File: src/rtl/dtc_pkg.sv
// Shared types and node-word field layout for the dtc_walker decision-tree classifier.
package dtc_pkg;

    typedef enum logic [1:0] {
        IDLE = 2'd0,
        WALK = 2'd1,
        DONE = 2'd2
    } state_e;

    function automatic int dtc_aw(input int nodes);
        return (nodes > 1) ? $clog2(nodes) : 1;
    endfunction

    function automatic int dtc_fw(input int in_w);
        return (in_w > 1) ? $clog2(in_w) : 1;
    endfunction

    function automatic int dtc_nw(input int in_w, input int out_w, input int nodes);
        return 1 + dtc_fw(in_w) + 2 * dtc_aw(nodes) + out_w;
    endfunction

    // Node word layout, MSB to LSB: inner, feat, t_child, f_child, value
    localparam int DTC_VALUE_LSB = 0;

    function automatic int dtc_f_lsb(input int out_w);
        return out_w;
    endfunction

    function automatic int dtc_t_lsb(input int out_w, input int nodes);
        return out_w + dtc_aw(nodes);
    endfunction

    function automatic int dtc_feat_lsb(input int out_w, input int nodes);
        return out_w + 2 * dtc_aw(nodes);
    endfunction

    function automatic int dtc_inner_bit(input int in_w, input int out_w, input int nodes);
        return dtc_nw(in_w, out_w, nodes) - 1;
    endfunction

endpackage

File: src/rtl/dtc_node_table.sv
// Run-time writable node table: NODES x NW flops, one range-checked write port, one async read port.
module dtc_node_table #(
    parameter int NODES = 32,
    parameter int NW    = 21,
    parameter int AW    = 5
) (
    input  logic          clk,
    input  logic          rst_n,
    input  logic          we,
    input  logic [AW-1:0] wr_addr,
    input  logic [NW-1:0] wr_data,
    input  logic [AW-1:0] rd_addr,
    output logic [NW-1:0] rd_data
);

    logic [NW-1:0] mem_q [NODES];
    logic [NW-1:0] mem_d [NODES];

    always_comb begin
        mem_d = mem_q;
        if (we && (int'(wr_addr) < NODES)) begin
            mem_d[wr_addr] = wr_data;
        end
    end

    // Cleared table is all leaves of class 0, so an unprogrammed tree still answers.
    always_ff @(posedge clk or negedge rst_n) begin
        if (!rst_n) begin
            for (int i = 0; i < NODES; i++) begin
                mem_q[i] <= '0;
            end
        end else begin
            mem_q <= mem_d;
        end
    end

    assign rd_data = (int'(rd_addr) < NODES) ? mem_q[rd_addr] : '0;

endmodule

File: src/rtl/dtc_walker.sv
// Sequential decision-tree classifier walking one node per clock.
// Optional walk-step limit enabled by defining DTC_DEPTH_GUARD_EN.
module dtc_walker
    import dtc_pkg::*;
#(
    parameter int IN_W      = 8,
    parameter int OUT_W     = 7,
    parameter int NODES     = 32,
    parameter int MAX_DEPTH = 16,
    localparam int AW       = dtc_aw(NODES),
    localparam int FW       = dtc_fw(IN_W),
    localparam int NW       = dtc_nw(IN_W, OUT_W, NODES)
) (
    input  logic             clk,
    input  logic             rst_n,
    input  logic             in_valid,
    output logic             in_ready,
    input  logic [IN_W-1:0]  in_data,
    output logic             out_valid,
    input  logic             out_ready,
    output logic [OUT_W-1:0] out_data,
    output logic             out_err,
    input  logic             cfg_we,
    output logic             cfg_ready,
    input  logic [AW-1:0]    cfg_addr,
    input  logic [NW-1:0]    cfg_data
);

    localparam int INNER_BIT = dtc_inner_bit(IN_W, OUT_W, NODES);
    localparam int FEAT_LSB  = dtc_feat_lsb(OUT_W, NODES);
    localparam int T_LSB     = dtc_t_lsb(OUT_W, NODES);
    localparam int F_LSB     = dtc_f_lsb(OUT_W);

    if (MAX_DEPTH < 1) begin : g_bad_max_depth
        $error("dtc_walker: MAX_DEPTH must be at least 1");
    end

    state_e            state_q, state_d;
    logic [IN_W-1:0]   in_data_q, in_data_d;
    logic [AW-1:0]     ptr_q, ptr_d;
    logic [OUT_W-1:0]  out_data_q, out_data_d;
    logic              out_err_q, out_err_d;

    logic [NW-1:0]     node;
    logic              node_inner;
    logic [FW-1:0]     node_feat;
    logic [AW-1:0]     node_child;
    logic [OUT_W-1:0]  node_value;
    logic              feat_bit;
    logic              child_bad;
    logic              depth_hit;
    logic              start;
    logic              advance;

    assign in_ready  = (state_q == IDLE);
    assign cfg_ready = (state_q == IDLE);
    assign out_valid = (state_q == DONE);
    assign out_data  = out_data_q;
    assign out_err   = out_err_q;

    dtc_node_table #(
        .NODES (NODES),
        .NW    (NW),
        .AW    (AW)
    ) u_table (
        .clk     (clk),
        .rst_n   (rst_n),
        .we      (cfg_we && cfg_ready),
        .wr_addr (cfg_addr),
        .wr_data (cfg_data),
        .rd_addr (ptr_q),
        .rd_data (node)
    );

    assign node_inner = node[INNER_BIT];
    assign node_feat  = node[FEAT_LSB +: FW];
    assign node_value = node[DTC_VALUE_LSB +: OUT_W];
    assign feat_bit   = (int'(node_feat) < IN_W) ? in_data_q[node_feat] : 1'b0;
    assign node_child = feat_bit ? node[T_LSB +: AW] : node[F_LSB +: AW];
    assign child_bad  = (int'(node_child) >= NODES);
    assign start      = (state_q == IDLE) && in_valid;
    assign advance    = (state_q == WALK) && node_inner && !depth_hit && !child_bad;

`ifdef DTC_DEPTH_GUARD_EN
    localparam int SW = $clog2(MAX_DEPTH + 1);

    logic [SW-1:0] step_q, step_d;

    always_comb begin
        step_d = step_q;
        if (start) begin
            step_d = '0;
        end else if (advance) begin
            step_d = step_q + 1'b1;
        end
    end

    always_ff @(posedge clk or negedge rst_n) begin
        if (!rst_n) begin
            step_q <= '0;
        end else begin
            step_q <= step_d;
        end
    end

    assign depth_hit = (step_q == SW'(MAX_DEPTH));
`else
    assign depth_hit = 1'b0;
`endif

    always_comb begin
        state_d    = state_q;
        in_data_d  = in_data_q;
        ptr_d      = ptr_q;
        out_data_d = out_data_q;
        out_err_d  = out_err_q;
        case (state_q)
            IDLE: begin
                if (start) begin
                    in_data_d = in_data;
                    ptr_d     = '0;
                    state_d   = WALK;
                end
            end
            WALK: begin
                if (!node_inner) begin
                    out_data_d = node_value;
                    out_err_d  = 1'b0;
                    state_d    = DONE;
                end else if (!advance) begin
                    out_data_d = '0;
                    out_err_d  = 1'b1;
                    state_d    = DONE;
                end else begin
                    ptr_d = node_child;
                end
            end
            DONE: begin
                if (out_ready) begin
                    state_d = IDLE;
                end
            end
            default: state_d = IDLE;
        endcase
    end

    always_ff @(posedge clk or negedge rst_n) begin
        if (!rst_n) begin
            state_q    <= IDLE;
            in_data_q  <= '0;
            ptr_q      <= '0;
            out_data_q <= '0;
            out_err_q  <= 1'b0;
        end else begin
            state_q    <= state_d;
            in_data_q  <= in_data_d;
            ptr_q      <= ptr_d;
            out_data_q <= out_data_d;
            out_err_q  <= out_err_d;
        end
    end

endmodule

File: config.mk
export PLATFORM = sky130hd
export DESIGN_NAME = dtc_walker
export DESIGN_NICKNAME = d
export VERILOG_FILES = /design/src/rtl/dtc_pkg.sv /design/src/rtl/dtc_node_table.sv /design/src/rtl/dtc_walker.sv
export SDC_FILE = /design/constraint.sdc
export NUM_CORES = 1
export LEC_CHECK = 0
export ABC_AREA = 0
export ABC_CLOCK_PERIOD_IN_PS = 6900
export CORE_MARGIN = 2
export CORE_UTILIZATION = 55
export DETAILED_ROUTE_END_ITERATION = 8
export PLACE_DENSITY_LB_ADDON = 0.12
export SLEW_MARGIN = 20
export SYNTH_ARGS = -nofsm -noshare
export SYNTH_HDL_FRONTEND = slang
export SYNTH_SLANG_ARGS = --single-unit
File: constraint.sdc
create_clock -name clk -period 6.9 [get_ports clk]
set_input_delay 1.38 -clock clk [delete_from_list [all_inputs] [get_ports clk]]
set_output_delay 1.38 -clock clk [all_outputs]
set_load 0.01 [all_outputs]
==> flow_summary_export.csv <==
group,metric,value,unit
global_routing,first_pass_grt_wire_length,116400,um
clock_network,cts_buffers,73,
floorplanning,core.rowCount,87,
worst_setup_path,cp_slowest_stage_delay,0.90,ns
sta,maxSlewHeadroom,21.93,%
sta,timing.fmax,247.5,MHz
pwr,power-per-cell-area,380.7,nW/um2
detailed_routing,post_drt_wl_per_cell,28.23,um
layout,leading_cell_types_in_the_layout_fill_and_taps_excluded,"690 x sky130_fd_sc_hd__dfrtp_1, 689 x sky130_fd_sc_hd__mux2_2, 198 x sky130_fd_sc_hd__mux4_2, 79 x sky130_fd_sc_hd__clkbuf_16, 40 x sky130_fd_sc_hd__clkdlybuf4s50_1",
floorplanning,design.portCount,50,
global_routing,grt_pass1_vias,18100,
detailed_routing,final_antenna_net_count,0,
floorplanning,design.die.area,59150,um2
clock_network,postCtsHoldBufs,0,
layout,share_of_final_layout_standard_cells_stronger_than_drive_strength_1,55.72,%
layout,fin_util,62.01,%
worst_setup_path,worst-path-buf-inv,1,
floorplanning,fp.coreArea,56500,um2
detailed_routing,avgViaCountPerCell,6.354,
synthesis,synthCells,1901,
sta,post-route-worst-setup-slack,2.859,ns
sta,clock-skew-final,0.01700,ns
synthesis,muxShareOfSynthArea,40.40,%
synthesis,synth-simple-area-share,1.248,%
worst_setup_path,timing.setup.critical_path_class,"register to register",
sta,finalCriticalPeriod,4.041,ns
sta,tns,0,ns
worst_setup_path,most_common_cell_type_on_the_critical_path,"sky130_fd_sc_hd__mux4_2",
placement,count_of_port_buffers_added_during_placement,49,
detailed_routing,drt-pass1-iter-count,5,
synthesis,synth_compound_gate_area_share,0.5526,%
worst_setup_path,crit_start,"ptr_q[0]",
layout,fin_nets,1917,
sta,timing_max_transition_violations_final,0,
worst_setup_path,worstReg2RegStart,"ptr_q[0]",
placement,post-dp-hpwl,42250,um
clock_network,cts_tree,"yes",
synthesis,synth_top_family_by_area,"multiplexers",
placement,detailed_place.area,32610,um2
pwr,leakage,15.78,nW
run,drv_cap,0,
global_routing,grt_antenna_before_repair,0,
synthesis,yosys.area_share.xor_xnor,0,%
sta,rsz_0062_raised_after_global_routing,"false",
sta,worst_hold_slack,0.4933,ns
worst_setup_path,critPathLaunchType,"register",
global_routing,grt_max_degree,176,
hold_path,min_delay_worst_type,"register to register",
clock_network,clock_path_buffers,3,
worst_setup_path,critical-path-slowest-cell,"sky130_fd_sc_hd__dfrtp_4",
synthesis,mappedNetlistArea,31470,um2
detailed_routing,drc_errors,0,
worst_setup_path,crit_fanout,112,
detailed_routing,drt_iter0_markers,1163,
sta,period_share,58.57,%
layout,layout_stage_area_growth_over_the_synthesis_result,11.31,%
clock_network,cts_repair_resize_count,0,
floorplanning,dieHeight,243.2,um
placement,dp_worst_slack,2.435,ns
sta,final_hold_viol_count,0,
worst_setup_path,crit_path_dat,4.56,ns
worst_setup_path,cp_cell_sequence,"buf_12 -> mux4_2 -> mux4_2 -> mux2_2 -> nor2_2 -> a22oi_4 -> and3_1 -> o31ai_2",
synthesis,ys.warnings.count,0,
floorplanning,floorplan.die.width,243.2,um
clock_network,setup_buffers_after_cts,0,
pwr,power.total,13.34,mW
synthesis,synthesis.nets,1940,
synthesis,syn_avg_cell_area,16.56,um2
layout,n_antenna_cell,0,
synthesis,synthArstFlopShare,100.0,%
clock_network,clock_latency,0.61,ns
clock_network,h-tree-depth,3,
synthesis,synthDistinctLibCells,38,
clock_network,clk_transition_reported_paths,0.06,ns
synthesis,synth.area.top_cells,"sky130_fd_sc_hd__dfrtp_1 55%, sky130_fd_sc_hd__mux2_2 25%, sky130_fd_sc_hd__mux4_2 14%",
detailed_routing,routed-via-count,17090,
layout,leading_cell_type_in_the_layout_fill_and_taps_excluded,"sky130_fd_sc_hd__dfrtp_1",
worst_setup_path,path_delay_family,"multiplexers",
hold_path,hold_start,"out_err",
synthesis,count_of_flip_flops_with_a_built_in_enable_after_synthesis,0,
worst_setup_path,end_kind,"register",
pwr,peakVddDrop,337.1,uV
global_routing,grt.total_usage,26.53,%
clock_network,clock_tree.root_cell,"sky130_fd_sc_hd__clkbuf_16",
detailed_routing,drt-total-wl,75900,um
synthesis,synth_top_cell_area_share,55.26,%
run_status,run_status,"finished, final reports clean",
synthesis,yosys.area_share.adder,0,%
worst_setup_path,cp_data_required_time,7.41,ns
floorplanning,initial_core_util,55.71,%
synthesis,ys_ff_latch,695,
global_routing,grt_overflow,0,
synthesis,ys.flop_type,"sky130_fd_sc_hd__dfrtp_1",
sta,finalSetupViolCount,0,
layout,layout.cells.non_filler,2689,
layout,post-route-cell-area,35030,um2
sta,worst_slew_pin_slew,1.168,ns
synthesis,yosysTopAreaCell,"sky130_fd_sc_hd__dfrtp_1",
layout,filler_cell_count,4127,
placement,place.detailed.instances,2556,
placement,gp_congestion,0.7433,
clock_network,cts_num_sinks,695,
synthesis,synth_sequential_area_ratio,55.26,%
power breakdown:
group	internal, mW	leakage (nW)	switching [mW]
logic	2.09	5.39	1.40
clock network	2.33	1.19	1.59
registers	5.20	9.20	0.718
per-layer routing:
layer / share of wire (%) / track usage, % / up-vias / routed length, um
met2: 46 / 39.78 / 395 / 34890
met3: 4.5 / 4.345 / 111 / 3447
met5: 0 / 0 / - / 0
li1: - / - / 7056 / -
met4: 2.1 / 6.821 / 0 / 1566
met1: 47 / 40.74 / 9523 / 35990
logic make-up after synthesis:
logic type	Yosys count
flip-flops	695
multiplexers	916
AND/OR/NAND/NOR	82
AO/OA/AOI/OAI	21
buffers and inverters	187
final timing paths:
path	to	slack [ns]	cells after the start
max reg2reg	ptr_q[3]	2.86	8
min in group asynchronous	u_table.mem_q[250]	0.82	1
min reg2reg	out_err	0.49	1
max	ptr_q[3]	2.86	8
max in group asynchronous	u_table.mem_q[408]	4.61	2
min	out_err	0.49	1
worst reg2reg max path, delay by kind of cell (launching register included):
kind / cells / cell delay (ns)
AND/OR/NAND/NOR: 2 / 0.39
buffers and inverters: 1 / 0.83
flip-flops: 1 / 0.90
multiplexers: 3 / 1.45
AO/OA/AOI/OAI: 2 / 0.38
synth_stat cells, types with 2 or more instances:
library cell               instances
sky130_fd_sc_hd__buf_2            25
sky130_fd_sc_hd__mux2_2          689
sky130_fd_sc_hd__buf_1            18
sky130_fd_sc_hd__a21oi_1           5
sky130_fd_sc_hd__mux2i_1          16
sky130_fd_sc_hd__nor2_2            2
sky130_fd_sc_hd__buf_6             4
sky130_fd_sc_hd__nand3b_1          2
sky130_fd_sc_hd__nor2b_1           2
sky130_fd_sc_hd__dfrtp_1         695
sky130_fd_sc_hd__nor2_1           21
sky130_fd_sc_hd__clkbuf_1        131
sky130_fd_sc_hd__mux4_2          198
sky130_fd_sc_hd__nand3_1           2
sky130_fd_sc_hd__o21ai_1           7
sky130_fd_sc_hd__and3_1            5
sky130_fd_sc_hd__o31ai_2           5
sky130_fd_sc_hd__or3_1             2
sky130_fd_sc_hd__nand2_1          32
sky130_fd_sc_hd__or2_2             2
sky130_fd_sc_hd__nand4b_1          2
sky130_fd_sc_hd__mux4_1           12
sky130_fd_sc_hd__inv_1             2
sky130_fd_sc_hd__and2_1            4
sky130_fd_sc_hd__buf_4             5
cell type report:
class | instances | area [um2] | share of cell area [%]
clock buffers | 116 | 2276 | 6.496
clock inverters | 14 | 126.4 | 0.3607
inverters | 3 | 11.26 | 0.03214
multi-input cells | 1019 | 13400 | 38.26
flip-flops and latches | 695 | 17410 | 49.68
well taps | 756 | 945.9 | 2.700
repair buffers | 86 | 865.8 | 2.471
registers in the layout, indices dropped and copies added, names as in the netlist:
name and flops:
u_table.mem_q 672, ptr_q 5, out_err 1, in_data_q 8, state_q 2, out_data 7
(Power assumes the default switching activity.)
